`src/rtl/count_sample_fifo.sv`:
```
`default_nettype none
// ============================================================================
//  Module      : count_sample_fifo
//  Description : Small register-file FIFO that buffers counter samples between
//                a free-running counter and a downstream consumer. Samples are
//                captured on in_valid_i && in_ready_o. They are presented in
//                order on a valid/ready port whose data is registered.
//  Revision    : 1.0 - initial release
// ----------------------------------------------------------------------------
//  Ports
//    clk           in   1         rising-edge clock
//    rst           in   1         asynchronous active-high reset
//    in_valid_i    in   1         upstream sample valid
//    in_data_i     in   DATA_W    upstream sample
//    in_ready_o    out  1         storage not full (derived from registered
//                                 pointers only; no path from out_ready_i)
//    out_valid_o   out  1         out_data_o holds a valid sample
//    out_data_o    out  DATA_W    oldest sample, registered
//    out_ready_i   in   1         downstream accepts the sample
//    level_o       out  ADDR_W+1  entries in storage plus output register
//    overflow_o    out  1         sticky: a sample was offered while full
//    drop_count_o  out  8         (COUNT_FIFO_DROPCNT_EN only) saturating
//                                 count of discarded samples
//  Build option
//    COUNT_FIFO_DROPCNT_EN : adds drop_count_o and its counter.
// ============================================================================
module count_sample_fifo #(
    parameter int DATA_W = 4,
    parameter int DEPTH  = 4,
    parameter int ADDR_W = 2
) (
    input  logic              clk,
    input  logic              rst,
    input  logic              in_valid_i,
    input  logic [DATA_W-1:0] in_data_i,
    output logic              in_ready_o,
    output logic              out_valid_o,
    output logic [DATA_W-1:0] out_data_o,
    input  logic              out_ready_i,
    output logic [ADDR_W:0]   level_o,
`ifdef COUNT_FIFO_DROPCNT_EN
    output logic              overflow_o,
    output logic [7:0]        drop_count_o
`else
    output logic              overflow_o
`endif
);

    localparam logic [ADDR_W:0] PTR_ONE = {{ADDR_W{1'b0}}, 1'b1};

    // Storage is deliberately not reset; the pointers define what is valid.
    logic [DATA_W-1:0] mem_q [DEPTH];

    logic [ADDR_W:0]   wr_ptr_q, wr_ptr_d;
    logic [ADDR_W:0]   rd_ptr_q, rd_ptr_d;
    logic              out_valid_q, out_valid_d;
    logic [DATA_W-1:0] out_data_q, out_data_d;
    logic [ADDR_W:0]   level_q, level_d;
    logic              overflow_q, overflow_d;

    logic w_empty;
    logic w_full;
    logic w_push;
    logic w_pop;
    logic w_slot;
    logic w_drop;

    // The extra wrap bit separates full from empty when the low bits match.
    assign w_empty = (wr_ptr_q == rd_ptr_q);
    assign w_full  = (wr_ptr_q[ADDR_W] != rd_ptr_q[ADDR_W]) &&
                     (wr_ptr_q[ADDR_W-1:0] == rd_ptr_q[ADDR_W-1:0]);

    assign w_push = in_valid_i && !w_full;
    assign w_drop = in_valid_i && w_full;
    assign w_pop  = out_valid_q && out_ready_i;
    // The output register can take a new sample if it is idle or drains now.
    assign w_slot = !out_valid_q || w_pop;

    always_comb begin
        wr_ptr_d    = wr_ptr_q;
        rd_ptr_d    = rd_ptr_q;
        out_valid_d = out_valid_q;
        out_data_d  = out_data_q;

        if (w_push) begin
            wr_ptr_d = wr_ptr_q + PTR_ONE;
        end

        if (w_slot) begin
            if (!w_empty) begin
                out_data_d  = mem_q[rd_ptr_q[ADDR_W-1:0]];
                rd_ptr_d    = rd_ptr_q + PTR_ONE;
                out_valid_d = 1'b1;
            end else if (w_push) begin
                // Fall-through: the sample is still written to storage and
                // both pointers step, so storage stays empty while the output
                // register takes the incoming sample directly.
                out_data_d  = in_data_i;
                rd_ptr_d    = rd_ptr_q + PTR_ONE;
                out_valid_d = 1'b1;
            end else begin
                out_valid_d = 1'b0;
            end
        end

        level_d    = (wr_ptr_d - rd_ptr_d) + {{ADDR_W{1'b0}}, out_valid_d};
        overflow_d = overflow_q | w_drop;
    end

    always_ff @(posedge clk) begin
        if (w_push) begin
            mem_q[wr_ptr_q[ADDR_W-1:0]] <= in_data_i;
        end
    end

    always_ff @(posedge clk or posedge rst) begin
        if (rst) begin
            wr_ptr_q    <= '0;
            rd_ptr_q    <= '0;
            out_valid_q <= 1'b0;
            out_data_q  <= '0;
            level_q     <= '0;
            overflow_q  <= 1'b0;
        end else begin
            wr_ptr_q    <= wr_ptr_d;
            rd_ptr_q    <= rd_ptr_d;
            out_valid_q <= out_valid_d;
            out_data_q  <= out_data_d;
            level_q     <= level_d;
            overflow_q  <= overflow_d;
        end
    end

`ifdef COUNT_FIFO_DROPCNT_EN
    logic [7:0] drop_count_q;

    always_ff @(posedge clk or posedge rst) begin
        if (rst) begin
            drop_count_q <= 8'h00;
        end else if (w_drop && (drop_count_q != 8'hFF)) begin
            drop_count_q <= drop_count_q + 8'd1;
        end
    end

    assign drop_count_o = drop_count_q;
`endif

    assign in_ready_o  = !w_full;
    assign out_valid_o = out_valid_q;
    assign out_data_o  = out_data_q;
    assign level_o     = level_q;
    assign overflow_o  = overflow_q;

endmodule
`default_nettype wire

```
`config.mk`:
```
export PLATFORM = sky130hd
export DESIGN_NAME = count_sample_fifo
export DESIGN_NICKNAME = d
export VERILOG_FILES = /design/src/rtl/count_sample_fifo.sv
export SDC_FILE = /design/constraint.sdc
export NUM_CORES = 1
export LEC_CHECK = 0
export ABC_AREA = 1
export CAP_MARGIN = 30
export CELL_PAD_IN_SITES_DETAIL_PLACEMENT = 0
export CELL_PAD_IN_SITES_GLOBAL_PLACEMENT = 1
export CORE_MARGIN = 5
export CORE_UTILIZATION = 39
export DETAILED_ROUTE_END_ITERATION = 8
export GPL_TIMING_DRIVEN = 0
export PLACE_DENSITY = 0.74
export SYNTH_ARGS = -nofsm -noshare
export SYNTH_HDL_FRONTEND = slang
export SYNTH_SLANG_ARGS = --single-unit
export TNS_END_PERCENT = 1
```
`constraint.sdc`:
```
create_clock -name clk -period 2.49 [get_ports clk]
set_input_delay 0.498 -clock clk [delete_from_list [all_inputs] [get_ports clk]]
set_output_delay 0.498 -clock clk [all_outputs]
set_load 0.02 [all_outputs]
```
==> run summary <==
## Route
* **violation count after the first detailed-routing iteration** 57
* **Total Wirelength** 3400 µm
* **antenna violation net count after detailed routing** 0
* **detailed-route DRC error count** 0
* **DR vias** 1,165
* **vias per inst** 4.89
* **mean routed wirelength per cell** 14.3 µm
* **1st-pass router iterations** 4

## Logic synthesis
* **count of state elements after synthesis** 31
* **number of distinct library cells after synthesis** 24
* **post-synthesis instance area** 1540 µm²
* **most common cell in the synthesized netlist** nor2_1
* **basic-gate share of the synthesized area counting and, or, nand and nor cells** 20.1%
* **asr flop ratio synth** 48.4%
* **post-synthesis compound-gate area fraction** 8.02%
* **count of mapped cells out of synthesis** 146
* **number of nets in the synthesized netlist** 163
* **multiplexer share of the synthesized area** 0%
* **post-synthesis share of cell area spent on full adders, half adders and majority gates** 7.78%
* **top-area cell type share of the netlist area** 31.1%
* **mean post-synth cell area** 10.6 µm²
* **main area contributors after synthesis** edfxtp_1, dfrtp_1, ha_1
* **Ys Warns** 0
* **dominant cell type by area after synthesis** edfxtp_1
* **post-synthesis share of cell area spent on xor and xnor gates** 2.27%
* **post-synthesis sequential area ratio** 55.4%
* **most used standard cells in the synthesized netlist** nor2_1, inv_1, edfxtp_1
* **Synth Flop Type** edfxtp_1
* **main combinational cell family by area after synthesis** simple AND/OR/NAND/NOR gates
* **Post-synth EDFFs** 16

## Timing
* **skew final** 5.90 ps
* **unrepaired setup endpoints after global routing** true
* **clock period minus final worst setup slack** 2420 ps
* **final worst-path cycle share** 97.1%
* **number of pins exceeding their max-slew limit in the final report** 0
* **Worst-Margin Slew** 596 ps
* **Total Neg Setup Slack** 0 ps
* **headroom to the max-slew limit** 60.2%
* **count of final hold-check violations** 0
* **count of final setup violators** 0
* **maximum achievable frequency** 0.414 GHz

## Clock network
* **clock tree from TritonCTS** done
* **Root Buffer Master** clkbuf_8
* **clock latency reported for the late side of the worst-skew pair** 280 ps
* **TritonCTS Buffers** 5
* **number of buffers on the longest clock path** 2
* **CTS clk-pin slew, worst paths** 70 ps
* **H-tree level count** 2
* **number of clock sinks** 31

## Power and ir drop
* **Max VDD drop** 0.746 mV
* **leakage component of the power** 0.904 nW
* **Cell Pwr Density** 1450 nW/µm²

## Floorplan
* **IO Count** 18
* **horizontal die dimension** 72.9 µm
* **Die Ht** 72.9 µm
* **Die Area** 5320 µm²
* **Starting Density** 41.2%
* **core area** 3740 µm²
* **cell row count** 22

## GRT
* **Overflow after GRT** 0
* **vias in the first global route** 1,165
* **first-pass GRT wire length** 5620 µm
* **antenna violations before repair** 0
* **Tot GR Track Use** 14.3%
* **pin count of the biggest net entering global routing** 16

## Finish
* **Antenna Diode Count** 0
* **Net count, final** 206
* **area growth from synthesis to layout** 33.9%
* **filler cell count in the final layout** 346
* **Layout Cells excl Fill** 238
* **ratio of cells with drive above 1 in the final layout** 30.0%

## Setup path
* **Critical Path Slowest Stage Cell** dfrtp_2
* **nature of the critical path endpoint** flip-flop
* **arrival time at the worst endpoint** 2600 ps
* **Top cell by count, worst path** nand2_4
* **list of cells traversed by the critical path** inv_4 -> nand2_4 -> nand2_4 -> nor2_8 -> nand2_4 -> nand2_8 -> xor2_4 -> ha_1 -> inv_1 -> ha_2 -> fa_2 -> xnor2_2 -> inv_1 -> nand3_1 -> nand2_1
* **delay of the slowest critical-path stage** 470 ps
* **category of the most critical setup path** reg -> reg
* **worst-path maximum fanout** 6
* **crit start category** flip-flop
* **data required time at the worst endpoint** 2670 ps

## Outcome
* **status** complete, no violations

## Run
* **number of maximum-capacitance constraint violations** 0

## Placed design
* **total of buffers placed on input and output ports** 17
* **Cells after DPL** 211
* **final estimated routing congestion in global placement** 0.793
* **detailed placer's ending HPWL** 2350 µm

## Hold path
* **worst min-delay path category** reg -> reg

[sequential cells by signal, summed over array words and instances (netlist names)]
| signal | count |
|---|---|
| out_valid_o | 1 |
| rd_ptr_q | 3 |
| overflow_o | 1 |
| wr_ptr_q | 3 |
| out_data_o | 4 |
| level_o | 3 |
| mem_q | 16 |
[path summary, 6_finish.rpt]
path	from	end	slack, ps	cells after the start
min in group asynchronous	rst	level_o[2]$_DFF_PP0_	580	2
worst max register to register	rd_ptr_q[1]$_DFF_PP0_	level_o[2]$_DFF_PP0_	70	15
worst min-delay path	overflow_o$_DFF_PP0_	overflow_o$_DFF_PP0_	470	1
max in group asynchronous	rst	rd_ptr_q[1]$_DFF_PP0_	1490	2
worst min register to register	overflow_o$_DFF_PP0_	overflow_o$_DFF_PP0_	470	1
worst max-delay path	rd_ptr_q[1]$_DFF_PP0_	level_o[2]$_DFF_PP0_	70	15
[area by class of cell]
type | instances | area [µm²] | share of cell area (%)
flip-flops and latches | 31 | 857 | 41.5
multi-input cells | 92 | 648 | 31.4
repair buffers | 36 | 312 | 15.1
inverters | 22 | 97.6 | 4.72
clock buffers | 7 | 76.3 | 3.69
well taps | 48 | 60.1 | 2.91
plain buffers | 1 | 11.3 | 0.545
clock inverters | 1 | 5.00 | 0.242
[layout by cell type, fill, tap and decap left out, drive strengths merged]
cell type       n
o22ai           4
a21oi           8
inv            22
ha              8
nand2          26
o21ai          10
nand4           1
dfrtp          15
edfxtp         16
xor2            2
clkbuf          7
a31o            1
dlygate4sd2     1
buf            20
clkinv          1
clkdlybuf4s50  16
nor2           20
xnor2           2
nand3           9
fa              1
[per-layer routing]
layer,GRT usage (%),share of wire (%),vias up,wire length [µm]
met5,0,0,-,0
met4,5.94,2.2,0,76
met3,5.92,5.5,9,187
met2,23.8,51,21,1730
met1,16.1,41,565,1410
li1,-,-,570,-
[kinds of logic after synthesis]
kind of cell,after synthesis
simple gates,56
fa+ha+maj,9
flops,31
buf+inv,23
compound gates,23
xor+xnor,4
[metrics by stage]
stage | utilization, % | setup WS, ps | hold WS, ps | power [mW] | area [µm²]
floorplan | - | 58.2 | 399 | 1.85 | 1540
global placement | 47.4 | -521 | 453 | 2.25 | 1770
detailed placement | 47.4 | -584 | 457 | 2.27 | 1770
CTS | 52.2 | 9.80 | 473 | 2.87 | 1950
global route | 55.2 | -48.2 | 516 | 3.25 | 2070
finish | 55.2 | 71.7 | 473 | 3.00 | 2070
[power breakdown]
part | switching [mW] | internal [mW] | total [mW]
combinational | 0.995 | 0.801 | 1.80
clock | 0.181 | 0.196 | 0.377
sequential | 0.0937 | 0.736 | 0.829
[what timing repair did]
item                       CTS  global route
pin swaps                    2            10
gates resized for setup     10            11
buffers inserted             9            10
setup endpoints to repair    2             1
hold buffers                 0             0
gates cloned                 0             0
[worst max-delay path, delay by kind of cell (launching register included)]
kind | cells | cell delay, ps
xor+xnor | 2 | 350
fa+ha+maj | 3 | 820
buf+inv | 3 | 210
flops | 1 | 470
simple gates | 7 | 460
(Power assumes the default switching activity.)
